==> config.mk <==
export PLATFORM = sky130hd
export DESIGN_NAME = mcu_frame_router
export DESIGN_NICKNAME = d
export VERILOG_FILES = /design/src/rtl/mcu_frame_router.sv
export SDC_FILE = /design/constraint.sdc
export NUM_CORES = 1
export LEC_CHECK = 0
export ABC_AREA = 1
export CAP_MARGIN = 20
export CORE_UTILIZATION = 53
export DETAILED_ROUTE_END_ITERATION = 6
export DONT_BUFFER_PORTS = 1
export PLACE_DENSITY = 0.68
export SYNTH_ARGS = -nofsm -noshare
export SYNTH_HDL_FRONTEND = slang
export SYNTH_SLANG_ARGS = --single-unit
export TNS_END_PERCENT = 50
==> constraint.sdc <==
create_clock -name clk -period 1.8 [get_ports clk]
set_input_delay 0.36 -clock clk [delete_from_list [all_inputs] [get_ports clk]]
set_output_delay 0.36 -clock clk [all_outputs]
set_load 0.1 [all_outputs]
==> src/rtl/mcu_frame_router.sv <==
`default_nettype none
// ============================================================================
// Module      : mcu_frame_router
// Description : Routes MCU frames to one of NUM_TGT on-chip targets. The first
//               byte of a frame selects the target. The remaining bytes are
//               forwarded with a one-cycle latency, and the selected target's
//               response byte is muxed back to the MCU. A watchdog aborts
//               stalled frames, and a saturating counter records bad ids and
//               timeouts.
// Revision    : 1.0 - initial release
// ============================================================================
module mcu_frame_router #(
    parameter int         NUM_TGT     = 4,
    parameter int         TIMEOUT     = 50000,
    parameter logic [7:0] DEFAULT_RSP = 8'hFF,
    localparam int        SW          = $clog2(NUM_TGT)
) (
    input  logic                 clk,
    input  logic                 reset,
    input  logic                 in_strobe,
    input  logic                 in_start,
    input  logic [7:0]           in_data,
    output logic [7:0]           out_data,
    output logic [NUM_TGT-1:0]   tgt_strobe,
    output logic                 tgt_start,
    output logic [7:0]           tgt_data,
    input  logic [NUM_TGT*8-1:0] tgt_dout,
    output logic                 busy,
    output logic [SW-1:0]        sel,
    output logic [7:0]           err_count
);

    // Frame states: FIRST waits for the byte that carries tgt_start.
    localparam logic [1:0] c_ST_IDLE   = 2'd0;
    localparam logic [1:0] c_ST_FIRST  = 2'd1;
    localparam logic [1:0] c_ST_STREAM = 2'd2;
    localparam logic [1:0] c_ST_DRAIN  = 2'd3;

    localparam int            c_WDW      = $clog2(TIMEOUT);
    localparam logic [c_WDW-1:0] c_WD_LAST = c_WDW'(TIMEOUT - 1);
    localparam logic [7:0]    c_NUM_TGT8 = 8'(NUM_TGT);

    logic [1:0]         r_state;
    logic [c_WDW-1:0]   r_wd;
    logic [SW-1:0]      r_sel;
    logic [7:0]         r_out;
    logic [NUM_TGT-1:0] r_strobe;
    logic               r_tstart;
    logic [7:0]         r_tdata;
    logic [7:0]         r_err;

    logic               w_busy;
    logic               w_id_ok;
    logic [NUM_TGT-1:0] w_onehot;
    logic [7:0]         w_rsp [NUM_TGT];

    // Slice the flat response bus into one byte per target.
    genvar k;
    generate
        for (k = 0; k < NUM_TGT; k++) begin : g_rsp
            assign w_rsp[k] = tgt_dout[8*k +: 8];
        end
    endgenerate

    assign w_busy   = (r_state == c_ST_FIRST) || (r_state == c_ST_STREAM);
    assign w_id_ok  = (in_data < c_NUM_TGT8);
    assign w_onehot = {{(NUM_TGT-1){1'b0}}, 1'b1} << r_sel;

    // Frame sequencing, forwarding, watchdog and error counting.
    always_ff @(posedge clk) begin
        if (reset) begin
            r_state  <= c_ST_IDLE;
            r_wd     <= '0;
            r_sel    <= '0;
            r_out    <= DEFAULT_RSP;
            r_strobe <= '0;
            r_tstart <= 1'b0;
            r_tdata  <= 8'h00;
            r_err    <= 8'h00;
        end else begin
            r_strobe <= '0;
            // The response follows the frame that is open before this edge.
            r_out    <= w_busy ? w_rsp[r_sel] : DEFAULT_RSP;

            if (in_strobe && in_start) begin
                // A start byte always begins a new frame, even mid-frame.
                r_wd <= '0;
                if (w_id_ok) begin
                    r_sel   <= in_data[SW-1:0];
                    r_state <= c_ST_FIRST;
                end else begin
                    r_state <= c_ST_DRAIN;
                    if (r_err != 8'hFF) begin
                        r_err <= r_err + 8'd1;
                    end
                end
            end else if (in_strobe) begin
                r_wd <= '0;
                if (w_busy) begin
                    r_strobe <= w_onehot;
                    r_tdata  <= in_data;
                    r_tstart <= (r_state == c_ST_FIRST);
                    r_state  <= c_ST_STREAM;
                end
            end else if (w_busy) begin
                // No byte this cycle: advance the watchdog or abort the frame.
                if (r_wd == c_WD_LAST) begin
                    r_wd    <= '0;
                    r_state <= c_ST_IDLE;
                    if (r_err != 8'hFF) begin
                        r_err <= r_err + 8'd1;
                    end
                end else begin
                    r_wd <= r_wd + 1'b1;
                end
            end else begin
                r_wd <= '0;
            end
        end
    end

    assign out_data   = r_out;
    assign tgt_strobe = r_strobe;
    assign tgt_start  = r_tstart;
    assign tgt_data   = r_tdata;
    assign busy       = w_busy;
    assign sel        = r_sel;
    assign err_count  = r_err;

endmodule
`default_nettype wire

Word level (Yosys, flattened, before mapping)
Cells that the tools add are included.
Widths: inputs -> output; s select.
{"block": "word_totals", "reg_bits": 49}
{"block": "op_classes", "add_sub_neg": 2, "magnitude_cmp": 2, "n_eq_ne": 6, "n_shift": 1, "muxes": 15, "bitwise": 4, "n_reduce_logical": 12}
{"cell": "$mux 8", "count": 8}
{"cell": "$add 16x1->16 const B", "count": 1}
{"cell": "$bmux 8 s2", "count": 1}
{"cell": "$eq 16x16->1 const B", "count": 1}
{"cell": "$mux 2", "count": 6}
{"cell": "$add 8x1->8 const B", "count": 1}
{"cell": "$lt 8x3->1 const B", "count": 1}
{"cell": "$ne 8x8->1 const B", "count": 1}
{"cell": "$reduce_or 5->1", "count": 1}
{"cell": "$reduce_and 2->1", "count": 2}
{"cell": "$reduce_and 4->1", "count": 1}
{"cell": "$reduce_bool 2->1", "count": 2}
{"cell": "$reduce_or 4->1", "count": 1}
{"cell": "$shl 1x2->4 const A", "count": 1}
{"cell": "$ge 3x3->1 const B", "count": 1}
{"cell": "$not 1->1", "count": 3}
{"cell": "$not 2->3", "count": 1}
{"cell": "$reduce_and 3->1", "count": 1}
{"cell": "$reduce_bool 3->1", "count": 1}
{"cell": "$eq 2x1->1 const B", "count": 1}
{"cell": "$eq 2x2->1 const B", "count": 1}
{"cell": "$ne 2x1->1 const B", "count": 1}
{"cell": "$ne 2x2->1 const B", "count": 1}
{"cell": "$reduce_or 2->1", "count": 1}
{"cell": "2 further kinds", "count": 2}

Logic depth before layout (Yosys ltp)
{"block": "depth", "word_depth": 6, "depth_mapped": 10}

Worst setup path before layout
No wires, ideal clock.
{"block": "synth_timing", "path_type": "register -> register", "from": "reg r_err[0], in the netlist err_count[0]", "to": "reg r_err[2], in the netlist err_count[2]", "t_arrival_ps": 2039, "t_required_ps": 1730, "setup_slack_ps": -309, "stages_incl_launch_ff": 8, "n_path_buf": 0, "period_less_slack_ps": 2109, "cell_sequence": "dfxtp_1 ha_1 nand2_1 inv_1 nand3_2 nand3_4 nand2_1 a21oi_1"}
{"block": "synth_between", "elab_chain_cells": 6}
{"element": "start: declaration", "line_no": "50", "text": "logic [7:0] r_err;"}
{"element": "start signal: assignment", "line_no": "94", "text": "r_err <= r_err + 8'd1;"}
{"element": "start signal: assignment", "line_no": "111", "text": "r_err <= r_err + 8'd1;"}
{"element": "$add 8x1->8 or $ne 8x8->1 (tied branches)"}
{"element": "$mux 8 (*)", "line_no": "93, 110"}
{"element": "$mux 8", "line_no": "107", "text": "if (r_wd == c_WD_LAST) begin"}
{"element": "$mux 8", "line_no": "105", "text": "end else if (w_busy) begin"}
{"element": "$mux 8", "line_no": "97", "text": "end else if (in_strobe) begin"}
{"element": "$mux 8 (*)", "line_no": "85", "text": "if (in_strobe && in_start) begin"}
Every way passes the cells marked *; elsewhere a longest branch is shown, timed or not. The select of a mux whose other input is x is not followed.
A chain may end at the register's enable or synchronous reset.

Worst setup path in the final report
{"block": "layout_timing", "from": "reg r_state[1]", "to": "out busy"}
{"block": "layout_between", "elab_chain_cells": 2}
{"element": "start: declaration", "line_no": "43", "text": "logic [1:0] r_state;"}
{"element": "start signal: assignment", "line_no": "72", "text": "r_state <= c_ST_IDLE;"}
{"element": "start signal: assignment", "line_no": "90", "text": "r_state <= c_ST_FIRST;"}
{"element": "start signal: assignment", "line_no": "92", "text": "r_state <= c_ST_DRAIN;"}
{"element": "$eq 2x1->1 or $eq 2x2->1 (tied branches)", "line_no": "65", "text": "assign w_busy = (r_state == c_ST_FIRST) || (r_state == c_ST_STREAM);"}
{"element": "$logic_or 1x1->1 (*)", "line_no": "65"}
{"element": "end: declaration", "line_no": "28", "text": "output logic busy,"}
Every way passes the cells marked *; elsewhere a longest branch is shown, timed or not.

==> reports/results.ini <==
[route]
dr.pass1.iters = 4
wl_per_cell_um = 12.77
wl_um = 5069
drc_errors = 0
vias = 2115
avgViaCountPerCell = 5.327
ant_nets = 0
drt_iter0_drc = 109

[timing]
finalSetupTns_ns = 0
rsz0062_at_grt = false
fin_crit_sh_pct = 94.18
slew-limit-headroom_pct = 71.05
fin_skew_ns = 0.007835
slew_viol_final = 0
hold-worst-slack_ns = 0.1022
fmax_mhz = 589.9
max_slew.worst_pin.slew_ns = 0.4316
finalCriticalPeriod_ns = 1.695
setup_ws_ns = 0.1047
hold_viol_final = 0
final-setup-viol-count = 0

[logic_synthesis]
ys.flop_type = dfxtp_1
yosysMostFrequentCell = nor2_1
synth_edf_count = 0
syn_area_sq_um = 2325
synth_compound_area_share_pct = 13.99
yosysWarnings = 0
yosys-top-cells-area = dfxtp_1 42%, nor2_1 10%, nand2_1 7.8%
yosysTopAreaCellShare_pct = 42.20
synth_area_per_cell_sq_um = 7.451
synth_top_family_by_area = simple AND/OR/NAND/NOR gates
seq_area_frac_synth_pct = 42.20
async_reset_ff_share_pct = 0
synthTopCellsByCount = 63 x nor2_1, 49 x dfxtp_1, 48 x nand2_1, 23 x o21ai_0, 20 x inv_1
yosysUniqueCellTypes = 31
ys_ff_latch = 49
synthSimpleGateAreaFrac_pct = 34.34
syn_inst = 312
yosys.area_share.xor_xnor_pct = 2.260
yosys-mux-area-fraction_pct = 0
synth_largest_area_cell = dfxtp_1
synth-adder-area-share_pct = 1.615
synth_nets = 359

[finish]
fillers = 369
diodes = 0
final_util_pct = 67.28
area_growth_syn_to_layout_pct = 19.11
final_area_sq_um = 2769
final_cells = 397
drive_gt1_share_pct = 23.34
final_nets = 393

[job]
maxCapViolations = 0

[clock_network]
cts_buffers = 5
postCtsSetupBuffers = 0
root_buffer = clkbuf_8
cts.reportedPaths.clkPinSlew_ns = 0.09
cts_buffer_depth = 2
clock-sinks = 49
hold_buffers = 0
clk_latency_ns = 0.30
cts_max_level = 2
cts_tree = yes
cts-resized-gates = 0

[floorplanning]
start_util_pct = 56.49
die_h_um = 68.23
ioPinCount = 76
die_area_sq_um = 4655
placementRows = 23
fp.coreArea_sq_um = 4115
die_w_um = 68.23

[placement]
pre_cts_slack_ns = 0.2766
dp_hpwl_um = 3744
dpl_cell_area_sq_um = 2653
gp_congestion = 0.8015
port_buffers = 0
placedCellCount = 389

[global_route]
grt_first_pass_wirelength_um = 7955
grt_max_degree = 20
antenna_found_initial = 0
grt_pass1_vias = 1860
overflow = 0
grtUsageTotal_pct = 23.02

[outcome]
status = finished, final reports clean

[worst_setup_path]
worstPathRequired_ns = 1.44
start_kind = flop
arrival_ns = 1.34
crit_type = flop to output port
cp-end-kind = output port
cp_max_fo = 3

[power_and_ir_drop]
p_leak_nw = 1.089
power.total_mw = 2.327
ir_drop_mv = 0.6146
powerDensity_nw_per_um2 = 840.6

[min_path]
hp-class = primary input to flop

power by group:
group / switching (mW) / total, mW / internal (mW)
clock network: 0.354 / 0.807 / 0.453
logic: 0.306 / 0.394 / 0.0878
registers: 0.0128 / 1.13 / 1.11
total: 0.673 / 2.33 / 1.65
sequential cells by signal, indices dropped and copies added (netlist names):
signal and flops:
r_wd 16, err_count 8, out_data 8, tgt_data 8, tgt_strobe 4, r_state 2
sel 2, tgt_start 1
logic make-up after synthesis:
| logic type | Yosys count |
|---|---|
| xor gates and xnor gates | 6 |
| adders and majority gates | 3 |
| and+or+nand+nor | 164 |
| buffers and inverters | 33 |
| DFF | 49 |
| AOI/OAI and AO/OA | 57 |
cell usage in the layout (no fill, tap or decap), types with 2 or more instances in the layout:
cell type / synthesis / routed
dfxtp_1: 49 / 41
o21ai_0: 23 / 23
nor2_1: 63 / 63
dfxtp_2: 0 / 8
a21oi_1: 17 / 17
clkinv_1: 3 / 3
xor2_1: 6 / 6
inv_2: 2 / 2
nor2_2: 5 / 5
o211ai_1: 16 / 16
nand3_1: 8 / 8
nor3_1: 6 / 6
or2_2: 8 / 8
nand3_2: 4 / 4
nand4_1: 8 / 8
inv_1: 20 / 19
nand2_2: 3 / 3
nand3b_1: 2 / 2
nand2_1: 48 / 48
nor3_2: 2 / 2
buf_4: 0 / 34
clkbuf_8: 0 / 6
ha_1: 3 / 2
worst max-delay path, cell delays in order, from the launching register on:
cell and delay (ns):
dfxtp_1 0.34, inv_1 0.07, ha_4 0.30, clkinvlp_4 0.09
buf_4 0.23
routing by layer:
metal / GRT usage, % / vias to the layer above / part of all wire, %
li1: - / 1097 / -
met1: 27.25 / 952 / 45
met2: 38.73 / 58 / 47
met3: 6.833 / 8 / 6.3
met4: 8.854 / 0 / 1.5
met5: 0 / - / 0
area by class of cell:
| type | instances | area [sq um] | area share, % |
|---|---|---|---|
| Clock inverter | 1 | 30.03 | 1.084 |
| Inverter | 25 | 97.59 | 3.525 |
| Sequential cell | 49 | 991.0 | 35.79 |
| Tap cell | 50 | 62.56 | 2.259 |
| Clock buffer | 7 | 86.33 | 3.118 |
| Multi-Input combinational cell | 230 | 1226 | 44.28 |
| Timing Repair Buffer | 35 | 275.3 | 9.941 |
worst paths after layout:
check | from | end | slack [ns] | cells past startpoint
min reg2reg | r_wd[0] | r_wd[0] | 0.46 | 1
max reg2reg | r_wd[0] | r_wd[13] | 0.27 | 8
min | reset | err_count[3] | 0.10 | 1
max | r_state[1] | busy | 0.10 | 4
No activity file was read; power rests on OpenSTA's default activity.
